## src/rtl/fde_if.sv

```systemverilog
// Instruction-memory and decode bundle between the fetch/decode/execute controller and its datapath.
interface fde_if #(
  parameter int PC_W = 4
);
  logic            stop;
  logic [15:0]     instr_in;
  logic [PC_W-1:0] pc;
  logic [3:0]      opcode;
  logic [3:0]      dstadd;
  logic [3:0]      srcadd_1;
  logic [3:0]      srcadd_2;
  logic [2:0]      state;
  logic            ir_load;
  logic            alu_en;
  logic            rf_we;
  logic            halted;

  modport master (
    input  stop, instr_in,
    output pc, opcode, dstadd, srcadd_1, srcadd_2, state,
           ir_load, alu_en, rf_we, halted
  );

  modport slave (
    output stop, instr_in,
    input  pc, opcode, dstadd, srcadd_1, srcadd_2, state,
           ir_load, alu_en, rf_we, halted
  );
endinterface

```

## src/rtl/fde_controller.sv

```systemverilog
// Four-cycle fetch/decode/execute/writeback sequencer with a terminal HALT state.
// Optional feature: define FDE_BRANCH_EN to make opcode 4'hF a jump to IR[PC_W-1:0].
module fde_controller #(
  parameter int          PC_W    = 4,
  parameter logic [3:0]  HALT_OP = 4'hE
) (
  input  logic clk,
  input  logic reset,
  fde_if.master bus
);

  typedef enum logic [2:0] {
    S_IDLE      = 3'd0,
    S_FETCH     = 3'd1,
    S_DECODE    = 3'd2,
    S_EXECUTE   = 3'd3,
    S_WRITEBACK = 3'd4,
    S_HALT      = 3'd5
  } state_t;

  state_t          r_state;
  state_t          w_nextState;
  logic [PC_W-1:0] r_pc;
  logic [PC_W-1:0] w_nextPc;
  logic [15:0]     r_ir;
  logic            w_isJump;
  logic            w_irLoad;
  logic            w_aluEn;
  logic            w_rfWe;
  logic            w_halted;

`ifdef FDE_BRANCH_EN
  assign w_isJump = (r_ir[15:12] == 4'hF);
`else
  assign w_isJump = 1'b0;
`endif

  assign w_nextPc = w_isJump ? r_ir[PC_W-1:0] : r_pc + 1'b1;

  // IR is only written in FETCH and pc only advances at the end of WRITEBACK.
  always_ff @(posedge clk) begin
    if (!reset) begin
      r_state <= S_IDLE;
      r_pc    <= '0;
      r_ir    <= 16'h0000;
    end else begin
      r_state <= w_nextState;
      if (r_state == S_FETCH) begin
        r_ir <= bus.instr_in;
      end
      if (r_state == S_WRITEBACK) begin
        r_pc <= w_nextPc;
      end
    end
  end

  always_comb begin
    w_nextState = S_IDLE;
    w_irLoad    = 1'b0;
    w_aluEn     = 1'b0;
    w_rfWe      = 1'b0;
    w_halted    = 1'b0;
    case (r_state)
      S_IDLE: begin
        w_nextState = bus.stop ? S_IDLE : S_FETCH;
      end
      S_FETCH: begin
        w_irLoad    = 1'b1;
        w_nextState = S_DECODE;
      end
      S_DECODE: begin
        w_nextState = S_EXECUTE;
      end
      S_EXECUTE: begin
        w_aluEn     = 1'b1;
        w_nextState = (r_ir[15:12] == HALT_OP) ? S_HALT : S_WRITEBACK;
      end
      S_WRITEBACK: begin
        w_rfWe      = (r_ir[15:12] != 4'h0) && !w_isJump;
        w_nextState = bus.stop ? S_IDLE : S_FETCH;
      end
      S_HALT: begin
        w_halted    = 1'b1;
        w_nextState = S_HALT;
      end
      default: begin
        w_nextState = S_IDLE;
      end
    endcase
  end

  assign bus.pc       = r_pc;
  assign bus.opcode   = r_ir[15:12];
  assign bus.dstadd   = r_ir[11:8];
  assign bus.srcadd_1 = r_ir[7:4];
  assign bus.srcadd_2 = r_ir[3:0];
  assign bus.state    = r_state;
  assign bus.ir_load  = w_irLoad;
  assign bus.alu_en   = w_aluEn;
  assign bus.rf_we    = w_rfWe;
  assign bus.halted   = w_halted;

endmodule

```

## src/flat_wrapper.sv

```systemverilog
// flat-port wrapper written by rule: the top's interface ports become plain ports
module fde_controller_flat 
#(
  parameter int          PC_W    = 4,
  parameter logic [3:0]  HALT_OP = 4'hE
)
  (clk, reset, bus_stop, bus_instr_in, bus_pc, bus_opcode, bus_dstadd, bus_srcadd_1, bus_srcadd_2, bus_state, bus_ir_load, bus_alu_en, bus_rf_we, bus_halted);
  fde_if #(.PC_W(PC_W)) bus_i ();
  input  logic clk;
  input  logic reset;
  input wire logic [$bits(bus_i.stop)-1:0] bus_stop;
  input wire logic [$bits(bus_i.instr_in)-1:0] bus_instr_in;
  output wire logic [$bits(bus_i.pc)-1:0] bus_pc;
  output wire logic [$bits(bus_i.opcode)-1:0] bus_opcode;
  output wire logic [$bits(bus_i.dstadd)-1:0] bus_dstadd;
  output wire logic [$bits(bus_i.srcadd_1)-1:0] bus_srcadd_1;
  output wire logic [$bits(bus_i.srcadd_2)-1:0] bus_srcadd_2;
  output wire logic [$bits(bus_i.state)-1:0] bus_state;
  output wire logic [$bits(bus_i.ir_load)-1:0] bus_ir_load;
  output wire logic [$bits(bus_i.alu_en)-1:0] bus_alu_en;
  output wire logic [$bits(bus_i.rf_we)-1:0] bus_rf_we;
  output wire logic [$bits(bus_i.halted)-1:0] bus_halted;
  assign bus_i.stop = bus_stop;
  assign bus_i.instr_in = bus_instr_in;
  assign bus_pc = bus_i.pc;
  assign bus_opcode = bus_i.opcode;
  assign bus_dstadd = bus_i.dstadd;
  assign bus_srcadd_1 = bus_i.srcadd_1;
  assign bus_srcadd_2 = bus_i.srcadd_2;
  assign bus_state = bus_i.state;
  assign bus_ir_load = bus_i.ir_load;
  assign bus_alu_en = bus_i.alu_en;
  assign bus_rf_we = bus_i.rf_we;
  assign bus_halted = bus_i.halted;
  fde_controller #(.PC_W(PC_W), .HALT_OP(HALT_OP)) u_core (.clk(clk), .reset(reset), .bus(bus_i));
endmodule
```

## config.mk

```make
export PLATFORM = sky130hd
export DESIGN_NAME = fde_controller_flat
export DESIGN_NICKNAME = d
export VERILOG_FILES = /design/src/rtl/fde_if.sv /design/src/rtl/fde_controller.sv /design/src/flat_wrapper.sv
export SDC_FILE = /design/constraint.sdc
export NUM_CORES = 1
export LEC_CHECK = 0
export ABC_AREA = 1
export CAP_MARGIN = 0
export CORE_MARGIN = 2
export CORE_UTILIZATION = 41
export DETAILED_ROUTE_END_ITERATION = 6
export MAX_ROUTING_LAYER = met4
export PLACE_DENSITY = 0.85
export SETUP_SLACK_MARGIN = 0.02
export SLEW_MARGIN = 20
export SYNTH_ARGS = -nofsm -noshare
export SYNTH_HDL_FRONTEND = slang
export SYNTH_SLANG_ARGS = --single-unit
```

## constraint.sdc

```tcl
create_clock -name clk -period 2.35 [get_ports clk]
set_clock_uncertainty 0.1 [all_clocks]
set_input_delay 0.235 -clock clk [delete_from_list [all_inputs] [get_ports clk]]
set_output_delay 0.235 -clock clk [all_outputs]
set_load 0.01 [all_outputs]
```

==> results.toml <==
[synth]
synth_seq_cells = 23
synth_mux_area_frac = 0
synthSimpleGateAreaFrac = 0.224
syn_inst = 118
synth.most_common_cell = "nand2_1"
synth_area_um2 = 906
synthAdderAreaFrac = 0.0138
synth_top_family_by_area = "simple AND/OR/NAND/NOR gates"
synth-compound-area-share = 0.148
avgSynthCellArea_um2 = 7.68
synth_common_cells = "33 x nand2_1, 23 x dfxtp_1, 20 x a21oi_1"
synth_top_area_frac = 0.508
syn_nets = 138
synthArstFlopShare = 0
ys_seq_area_frac = 0.508
yosys_warnings = 0
synthXorXnorAreaFrac = 0.0193
ys_types = 17
synth_top_cell_by_area = "dfxtp_1"
synth.area.top_cells = "dfxtp_1 51%, nand2_1 14%, a21oi_1 11%"
synth-edff-count = 0
synth_flop_cell = "dfxtp_1"

[clock_tree]
numCtsBuffers = 3
cts_hold_buf = 0
cts_tree = "done"
cts.clk_slew.worst_paths_ns = 0.12
clock_sinks = 23
cts_buffer_depth = 2
cts_root_buf = "clkbuf_4"
post_cts_buffers = 0
cts_resized = 0
clock_latency_ns = 0.31
htree_levels = 1

[die]
die_h_um = 51.0
die_area_um2 = 2600
die_x_um = 51.0
rows = 17
ios = 46
start_util = 0.422
core_um2 = 2150

[power]
clock_power_share = 0.218
comb_power_share = 0.237
powerDensity_nw_per_um2 = 577
switchingPower_w = 0.000220
p_seq_frac = 0.545
p_leak_nw = 0.545
internal-power_w = 0.000585
vdd_drop_max_uv = 478
swShare = 0.274

[finish]
fillers = 181
synthToLayoutAreaGrowth_pct = 54.1
final_cells = 192
diodes = 0
final_nets = 185
drive_gt1_frac = 0.0610

[outcome]
status = "complete, no violations"

[timing]
setup_viol = 0
min_period_ns = 2.05
final_max_slew_viol_count = 0
setup_tns_ns = 0
slew-limit-headroom = 0.803
fmaxAchievable_mhz = 488
final_hold_viol_count = 0
rsz0062_at_grt = "false"
post-route-period-util = 0.872
tightestPinTransition_ns = 0.295

[worst_setup_path]
required_ns = 2.02
arrival_ns = 1.71
cp-start-kind = "flip-flop"
critPathCaptureType = "output port"
crit_type = "flip-flop to output port"
cp_max_fo = 6

[place]
gp_congestion = 0.818
place_inst = 188
dp_hpwl_um = 1690
port_buffers = 45

[routing]
drc = 0
via_per_inst = 4.84
ant_nets = 0
wl_um = 2240
first_pass_iters = 4
dr_total_vias = 930
wl_per_cell_um = 11.7
drt_iter0_drc = 12

[grt]
grt_pass1_wl_um = 3590
gr-total-overflow = 0
grt_pass1_vias = 865
track_usage = 0.185
antenna_found_initial = 0
grt_max_degree = 22

[run]
cap_violations = 0

[min_path]
hold_class = "primary input to flip-flop"
-- sequential cells by signal (all words and copies together) (netlist names) --
register	flops
u_core.r_ir	16
u_core.bus.pc	4
u_core.bus.state	3
-- worst paths after layout --
| path | startpoint | end | slack (ns) | depth (start not counted) |
|---|---|---|---|---|
| worst max-delay path | u_core.bus.state[0] | bus_rf_we | 0.30 | 4 |
| worst min-delay path | bus_instr_in[8] | u_core.r_ir[8] | 0.36 | 3 |
| worst max register to register | u_core.bus.state[1] | u_core.r_ir[13] | 1.09 | 5 |
| worst min register to register | u_core.r_ir[8] | u_core.r_ir[8] | 0.37 | 2 |
-- layout make-up --
type	count	area, um2	area share
clock inverter	1	5.00	0.00358
clock buffer	3	22.5	0.0161
inverter	13	48.8	0.0349
timing repair buffer	46	458	0.328
tap	28	35.0	0.0251
sequential	23	460	0.330
multi-input combinational	78	367	0.263
-- metal layers --
| metal | GRT usage | up-vias | part of all wire |
|---|---|---|---|
| met4 | 0.0901 | 0 | 0.0067 |
| met3 | 0.0263 | 2 | 0.073 |
| met1 | 0.210 | 420 | 0.42 |
| li1 | - | 469 | - |
| met2 | 0.320 | 39 | 0.50 |
| met5 | - | - | 0 |
-- power groups by stage --
stage               clock network [W]  logic (W)  registers (W)
floorplan                           0  0.0000763       0.000459
CTS                          0.000180   0.000192       0.000439
global route                 0.000195   0.000208       0.000443
detailed placement                  0   0.000190       0.000447
global placement                    0   0.000187       0.000445
finish                       0.000175   0.000191       0.000439
-- critical path, cell delays in order, from the launching register on --
cell	delay [ns]
dfxtp_1	0.38
nor2_1	0.18
nand2_2	0.12
a41oi_1	0.18
clkdlybuf4s50_1	0.56
-- layout by cell type, fill, tap and decap left out --
cell and instances:
clkdlybuf4s50_1 45, nand2_1 33, dfxtp_1 23, a21oi_1 20, inv_1 10, nor2_1 8
o21ai_0 5, nand3_1 4, inv_2 3, clkbuf_4 3, xor2_1 2, nand4_1 2
nand3_2 1, nand2_2 1, a41oi_1 1, ha_1 1, clkinv_2 1, buf_4 1
-- logic make-up (layout without fill, tap and decap cells) --
family                     after synthesis  count (layout)
AOI/OAI and AO/OA                       26              26
xor gates and xnor gates                 2               2
adders and majority gates                1               1
buffers and inverters                   17              63
DFF                                     23              23
and+or+nand+nor                         49              49
-- metrics by stage --
step           worst slack (ns)  instance area, um2  hold WS (ns)   util  power (W)
3_5_place_dp              0.636                1370         0.355  0.637   0.000638
2_1_floorplan              1.11                 906         0.271      -   0.000535
4_1_cts                   0.290                1400         0.355  0.650   0.000811
5_1_grt                   0.233                1400         0.375  0.650   0.000846
6_report                  0.301                1400         0.362  0.650   0.000805
3_3_place_gp              0.670                1370         0.352  0.637   0.000632
No activity file was read; power rests on OpenSTA's default activity.
